===== src/rtl/mult_job_sequencer_if.sv =====
// Bus bundle between a job source/sink, the job sequencer and the shift-and-add multiplier.
// The slave modport is the sequencer's view; master is the surrounding environment's view.
interface mult_job_sequencer_if #(
    parameter int unsigned WIDTH = 8
);
    logic                   in_valid;
    logic                   in_ready;
    logic [WIDTH-1:0]       in_multiplicand;
    logic [WIDTH-1:0]       in_multiplier;
    logic                   out_valid;
    logic                   out_ready;
    logic [2*WIDTH-1:0]     out_product;
    logic                   out_error;
    logic                   mul_reset_n;
    logic                   mul_start;
    logic                   mul_ready;
    logic [WIDTH-1:0]       mul_multiplicand;
    logic [WIDTH-1:0]       mul_multiplier;
    logic [2*WIDTH-1:0]     mul_product;

    modport slave (
        input  in_valid, in_multiplicand, in_multiplier, out_ready, mul_ready, mul_product,
        output in_ready, out_valid, out_product, out_error,
               mul_reset_n, mul_start, mul_multiplicand, mul_multiplier
    );

    modport master (
        output in_valid, in_multiplicand, in_multiplier, out_ready, mul_ready, mul_product,
        input  in_ready, out_valid, out_product, out_error,
               mul_reset_n, mul_start, mul_multiplicand, mul_multiplier
    );
endinterface


===== src/rtl/mult_job_sequencer.sv =====
// Job front-end for the shift-and-add multiplier: accepts operand pairs, re-arms and starts the
// multiplier per job, captures the product (or a watchdog error) and hands it out over valid/ready.
module mult_job_sequencer #(
    parameter int unsigned WIDTH   = 8,
    parameter int unsigned TIMEOUT = 2 * WIDTH + 4
) (
    input  logic                    clock,
    input  logic                    reset,
    mult_job_sequencer_if.slave     bus
);
    localparam int unsigned PW  = 2 * WIDTH;
    localparam int unsigned WDW = $clog2(TIMEOUT + 1);

    typedef enum logic [1:0] {
        S_IDLE   = 2'd0,
        S_ARM    = 2'd1,
        S_WAIT   = 2'd2,
        S_OUTPUT = 2'd3
    } state_e;

    state_e             state_q, state_d;
    logic [WIDTH-1:0]   mcand_q, mcand_d;
    logic [WIDTH-1:0]   mplier_q, mplier_d;
    logic [WDW-1:0]     wd_q, wd_d;
    logic [PW-1:0]      prod_q, prod_d;
    logic               err_q, err_d;
    logic               in_ready_q, in_ready_d;
    logic               out_valid_q, out_valid_d;
    logic               mul_reset_n_q, mul_reset_n_d;
    logic               mul_start_q, mul_start_d;

    // Next state, datapath updates and outputs decoded from the next state so they land registered.
    always_comb begin
        state_d  = state_q;
        mcand_d  = mcand_q;
        mplier_d = mplier_q;
        wd_d     = wd_q;
        prod_d   = prod_q;
        err_d    = err_q;
        unique case (state_q)
            S_IDLE: begin
                if (bus.in_valid) begin
                    mcand_d  = bus.in_multiplicand;
                    mplier_d = bus.in_multiplier;
                    state_d  = S_ARM;
                end
            end
            S_ARM: begin
                wd_d    = '0;
                state_d = S_WAIT;
            end
            S_WAIT: begin
                // A ready on the last watchdog cycle still counts as a good result.
                if (bus.mul_ready) begin
                    prod_d  = bus.mul_product;
                    err_d   = 1'b0;
                    state_d = S_OUTPUT;
                end else if (wd_q == WDW'(TIMEOUT - 1)) begin
                    prod_d  = '0;
                    err_d   = 1'b1;
                    state_d = S_OUTPUT;
                end else begin
                    wd_d = wd_q + WDW'(1);
                end
            end
            S_OUTPUT: begin
                if (bus.out_ready) state_d = S_IDLE;
            end
            default: state_d = S_IDLE;
        endcase

        in_ready_d    = (state_d == S_IDLE);
        out_valid_d   = (state_d == S_OUTPUT);
        mul_reset_n_d = (state_d != S_IDLE);
        mul_start_d   = (state_d == S_ARM);
    end

    always_ff @(posedge clock) begin
        if (reset) begin
            state_q       <= S_IDLE;
            mcand_q       <= '0;
            mplier_q      <= '0;
            wd_q          <= '0;
            prod_q        <= '0;
            err_q         <= 1'b0;
            in_ready_q    <= 1'b1;
            out_valid_q   <= 1'b0;
            mul_reset_n_q <= 1'b0;
            mul_start_q   <= 1'b0;
        end else begin
            state_q       <= state_d;
            mcand_q       <= mcand_d;
            mplier_q      <= mplier_d;
            wd_q          <= wd_d;
            prod_q        <= prod_d;
            err_q         <= err_d;
            in_ready_q    <= in_ready_d;
            out_valid_q   <= out_valid_d;
            mul_reset_n_q <= mul_reset_n_d;
            mul_start_q   <= mul_start_d;
        end
    end

    assign bus.in_ready         = in_ready_q;
    assign bus.out_valid        = out_valid_q;
    assign bus.out_product      = prod_q;
    assign bus.out_error        = err_q;
    assign bus.mul_reset_n      = mul_reset_n_q;
    assign bus.mul_start        = mul_start_q;
    assign bus.mul_multiplicand = mcand_q;
    assign bus.mul_multiplier   = mplier_q;
endmodule

===== src/flat_wrapper.sv =====
// flat-port wrapper written by rule: the top's interface ports become plain ports
module mult_job_sequencer_flat 
#(
    parameter int unsigned WIDTH   = 8,
    parameter int unsigned TIMEOUT = 2 * WIDTH + 4
)
  (clock, reset, bus_in_valid, bus_in_multiplicand, bus_in_multiplier, bus_out_ready, bus_mul_ready, bus_mul_product, bus_in_ready, bus_out_valid, bus_out_product, bus_out_error, bus_mul_reset_n, bus_mul_start, bus_mul_multiplicand, bus_mul_multiplier);
  mult_job_sequencer_if #(.WIDTH(WIDTH)) bus_i ();
  input  logic clock;
  input  logic reset;
  input wire logic [$bits(bus_i.in_valid)-1:0] bus_in_valid;
  input wire logic [$bits(bus_i.in_multiplicand)-1:0] bus_in_multiplicand;
  input wire logic [$bits(bus_i.in_multiplier)-1:0] bus_in_multiplier;
  input wire logic [$bits(bus_i.out_ready)-1:0] bus_out_ready;
  input wire logic [$bits(bus_i.mul_ready)-1:0] bus_mul_ready;
  input wire logic [$bits(bus_i.mul_product)-1:0] bus_mul_product;
  output wire logic [$bits(bus_i.in_ready)-1:0] bus_in_ready;
  output wire logic [$bits(bus_i.out_valid)-1:0] bus_out_valid;
  output wire logic [$bits(bus_i.out_product)-1:0] bus_out_product;
  output wire logic [$bits(bus_i.out_error)-1:0] bus_out_error;
  output wire logic [$bits(bus_i.mul_reset_n)-1:0] bus_mul_reset_n;
  output wire logic [$bits(bus_i.mul_start)-1:0] bus_mul_start;
  output wire logic [$bits(bus_i.mul_multiplicand)-1:0] bus_mul_multiplicand;
  output wire logic [$bits(bus_i.mul_multiplier)-1:0] bus_mul_multiplier;
  assign bus_i.in_valid = bus_in_valid;
  assign bus_i.in_multiplicand = bus_in_multiplicand;
  assign bus_i.in_multiplier = bus_in_multiplier;
  assign bus_i.out_ready = bus_out_ready;
  assign bus_i.mul_ready = bus_mul_ready;
  assign bus_i.mul_product = bus_mul_product;
  assign bus_in_ready = bus_i.in_ready;
  assign bus_out_valid = bus_i.out_valid;
  assign bus_out_product = bus_i.out_product;
  assign bus_out_error = bus_i.out_error;
  assign bus_mul_reset_n = bus_i.mul_reset_n;
  assign bus_mul_start = bus_i.mul_start;
  assign bus_mul_multiplicand = bus_i.mul_multiplicand;
  assign bus_mul_multiplier = bus_i.mul_multiplier;
  mult_job_sequencer #(.WIDTH(WIDTH), .TIMEOUT(TIMEOUT)) u_core (.clock(clock), .reset(reset), .bus(bus_i));
endmodule

===== config.mk =====
export PLATFORM = sky130hd
export DESIGN_NAME = mult_job_sequencer_flat
export DESIGN_NICKNAME = d
export VERILOG_FILES = /design/src/rtl/mult_job_sequencer_if.sv /design/src/rtl/mult_job_sequencer.sv /design/src/flat_wrapper.sv
export SDC_FILE = /design/constraint.sdc
export NUM_CORES = 1
export LEC_CHECK = 0
export ABC_CLOCK_PERIOD_IN_PS = 3400
export CAP_MARGIN = 20
export CORE_ASPECT_RATIO = 2
export CORE_MARGIN = 8
export CORE_UTILIZATION = 40
export DETAILED_ROUTE_END_ITERATION = 10
export GPL_ROUTABILITY_DRIVEN = 0
export PLACE_DENSITY = 0.75
export RECOVER_POWER = 25
export SYNTH_ARGS = -nofsm -noshare
export SYNTH_HDL_FRONTEND = slang
export SYNTH_SLANG_ARGS = --single-unit
export TNS_END_PERCENT = 20

===== constraint.sdc =====
create_clock -name clock -period 3.4 [get_ports clock]
set_input_delay 1.02 -clock clock [delete_from_list [all_inputs] [get_ports clock]]
set_output_delay 1.02 -clock clock [all_outputs]
set_load 0.05 [all_outputs]

==> results.tsv <==
stage	metric	value	unit
finish	FILL cells	385	
worst_setup_path	Req. time, crit path	3.60	ns
die	I/O Pins	74	
logic_synthesis	Synth warnings	0	
power	Power Density	455	mW/mm^2
hold_path	hold crit path type	reg2reg	
logic_synthesis	EDFF count, synth	0	
finish	area delta synth->final	48.5	%
sta	Max Clock Freq	385	MHz
worst_setup_path	crit-path max FO	19	
die	CORE AREA	0.00425	mm^2
logic_synthesis	Synth area leader	dfxtp_1	
logic_synthesis	Post-Syn Area per Cell	8.45	um^2
global_route	GR Layer Usage met2	0.224	
drt	vias per cell	5.13	
cts	number of clock sinks	44	
sta	post-route setup TNS	0	ns
logic_synthesis	Area contributors post-synth	dfxtp_1 (51%), nand2_1 (11%), a21oi_1 (9.8%), o211ai_1 (7.8%), buf_2 (2.3%)	
logic_synthesis	sequential share of the synthesized area	0.506	
sta	Final Setup Violations	0	
worst_setup_path	WP buf/inv	2	
finish	fin area	0.00258	mm^2
drt	DR vias	1682	
worst_setup_path	crit path capture type	flip-flop	
worst_setup_path	arrival time worst endpoint	2.79	ns
drt	DR iter-0 viols	43	
finish	n_diodes	0	
cts	clock root cell	clkbuf_8	
die	floorplan row count	34	
logic_synthesis	Mapped Nets	244	
worst_setup_path	CP cell instances	dlygate4sd3_1, clkbuf_1, or3_1, and4_1	
power	Max VDD drop	358	uV
drt	ANT nets after route	0	
logic_synthesis	Netlist cell types	33	
worst_setup_path	slowest cell delay on critical path	0.63	ns
logic_synthesis	most common cell in the netlist	nand2_1	
sta	Slew @ Worst Pin	0.819	ns
sta	Final Hold Fails	0	
global_route	number of global-route vias before repair	1804	
global_route	Total GRT Usage	0.143	
global_route	first-pass GRT wire length	8.20	mm
worst_setup_path	cell family with most CP delay	buffers and inverters	
finish	Nets	311	
outcome	status	completed	
global_route	grt ovf	0	
drt	DR pass1 iterations	4	
die	die width	62.6	um
global_route	gr busiest metal	met2	
sta	fin crit period	2.60	ns
cts	Hold-fix buffers, CTS	0	
logic_synthesis	Post-synth top flop	dfxtp_1	
logic_synthesis	Synth top area share	0.506	
cts	Skew-Pair Late Insertion Delay	0.30	ns
cts	CTS Buf Count	5	
drt	WL per Instance	14.4	um
worst_setup_path	Slowest cell on crit path	dlygate4sd3_1	
worst_setup_path	crit start category	primary input	
die	Die ar.	0.00685	mm^2
sta	slew margin rel.	0.454	
place	Area after DPL	0.00249	mm^2
global_route	antenna violations before repair	0	
sta	max-slew violations	0	
cts	Max H-tree Level	2	
logic_synthesis	Post-Syn Area	0.00174	mm^2
logic_synthesis	Post-synth ARST share	0	
place	IO Port Bufs	73	
die	Die Ht	109	um
sta	final worst path period share	0.763	
cts	Bufs on Longest Clock Path	2	
global_route	met1 usage	0.160	
logic_synthesis	Yosys reg bits	44	
cts	Clk pin slew, worst setup/hold paths	0.08	ns
place	HPWL Detailed	3.51	mm
power	Leakage	0.906	nW
cts	postcts setup bufs	0	
worst_setup_path	Setup Crit Path Kind	in2reg	
sta	RSZ-0062 raised after global routing	false	
global_route	GR Layer Usage met3	0.0772	
drt	routed wire length	4.71	mm
cts	CTS resizes	0	
logic_synthesis	cell count after synthesis	206	
cts	CTS tree	built	
flow_run	number of max-cap violations	0	
finish	layout cell share with drive strength beyond 1	0.0474	
sta	Clock Skew	0.00693	ns
die	Starting Density	0.409	
global_route	largest net degree at the start of global routing	20	
logic_synthesis	most frequent cells after synthesis	nand2_1 (50), dfxtp_1 (44), a21oi_1 (34)	
drt	DR DRC count	0	
[layout by cell type, fill, tap and decap left out, types with 2 or more instances in the layout]
cell	synthesis	final
nand2_1	50	50
clkbuf_8	0	6
or3_1	2	2
a31oi_1	2	2
dfxtp_1	44	44
o21ai_0	3	3
buf_4	0	3
a21oi_1	34	34
inv_1	4	4
nand3_1	6	6
dlygate4sd3_1	0	2
or4_1	2	2
clkbuf_1	8	2
nand2b_1	4	4
o211ai_1	18	18
clkdlybuf4s50_1	0	71
nor2b_1	2	2
[per-layer routing]
metal  part of all wire  routed length (um)  up-vias
li1                   -                   -      848
met1               0.44                2080      760
met2               0.43                2020       69
met3               0.12                 551        5
met4              0.012                  56        0
met5                  0                   0        -
[power breakdown]
group          leakage [nW]  switching [mW]  total [mW]  internal, mW
combinational         0.503           0.166       0.273         0.107
clock                0.0445           0.174       0.339         0.165
sequential            0.359          0.0191       0.564         0.545
[flip-flops by register name, summed over array words and instances, names as in the netlist]
name	cells
u_core.state_q	2
u_core.bus.out_error	1
u_core.wd_q	5
u_core.bus.out_product	16
u_core.bus.mul_reset_n	1
u_core.bus.out_valid	1
u_core.bus.mul_multiplier	8
u_core.bus.mul_start	1
u_core.bus.mul_multiplicand	8
u_core.bus.in_ready	1
[worst min-delay path: cells and delay by family, from the launching register on]
family	cells	cell delay, ns
simple gates	1	0.05
flops	1	0.31
compound gates	1	0.05
[final timing paths]
path | start | endpoint | slack (ns) | cells after the start
worst max-delay path | reset | u_core.bus.in_ready$_SDFF_PP1_ | 0.80 | 4
worst min register to register | u_core.bus.mul_multiplier[1]$_SDFFE_PP0P_ | u_core.bus.mul_multiplier[1]$_SDFFE_PP0P_ | 0.46 | 2
worst max register to register | u_core.state_q[1]$_SDFF_PP0_ | u_core.bus.in_ready$_SDFF_PP1_ | 1.64 | 3
worst min-delay path | u_core.bus.mul_multiplier[1]$_SDFFE_PP0P_ | u_core.bus.mul_multiplier[1]$_SDFFE_PP0P_ | 0.46 | 2
[through the flow]
stage	total power, mW	util	setup slack [ns]	hold slack [ns]	instances
4_1_cts	1.20	0.609	0.902	0.458	328
3_3_place_gp	0.848	0.586	0.751	0.442	320
6_report	1.18	0.608	0.805	0.456	328
2_1_floorplan	0.741	-	1.23	0.462	206
3_5_place_dp	0.852	0.586	0.696	0.446	320
5_1_grt	1.23	0.608	0.751	0.484	328
[cells by family (layout without fill, tap and decap cells)]
family / Yosys count / in the layout / synth area share
AND/OR/NAND/NOR: 79 / 79 / 0.224
AO/OA/AOI/OAI: 61 / 61 / 0.211
flip-flops: 44 / 44 / 0.506
buffers and inverters: 21 / 89 / 0.0510
adder cells (fa/ha/maj): 1 / 1 / 0.00719
[cell type report]
class	instances	area [um^2]	share of cell area
tap	54	67.6	0.0261
timing repair buffer	77	757	0.293
sequential	44	881	0.341
clock inverter	1	7.51	0.00290
inverter	4	15.0	0.00581
multi-input combinational	141	771	0.298
clock buffer	7	86.3	0.0334
Power figures use the tool's default switching activity.
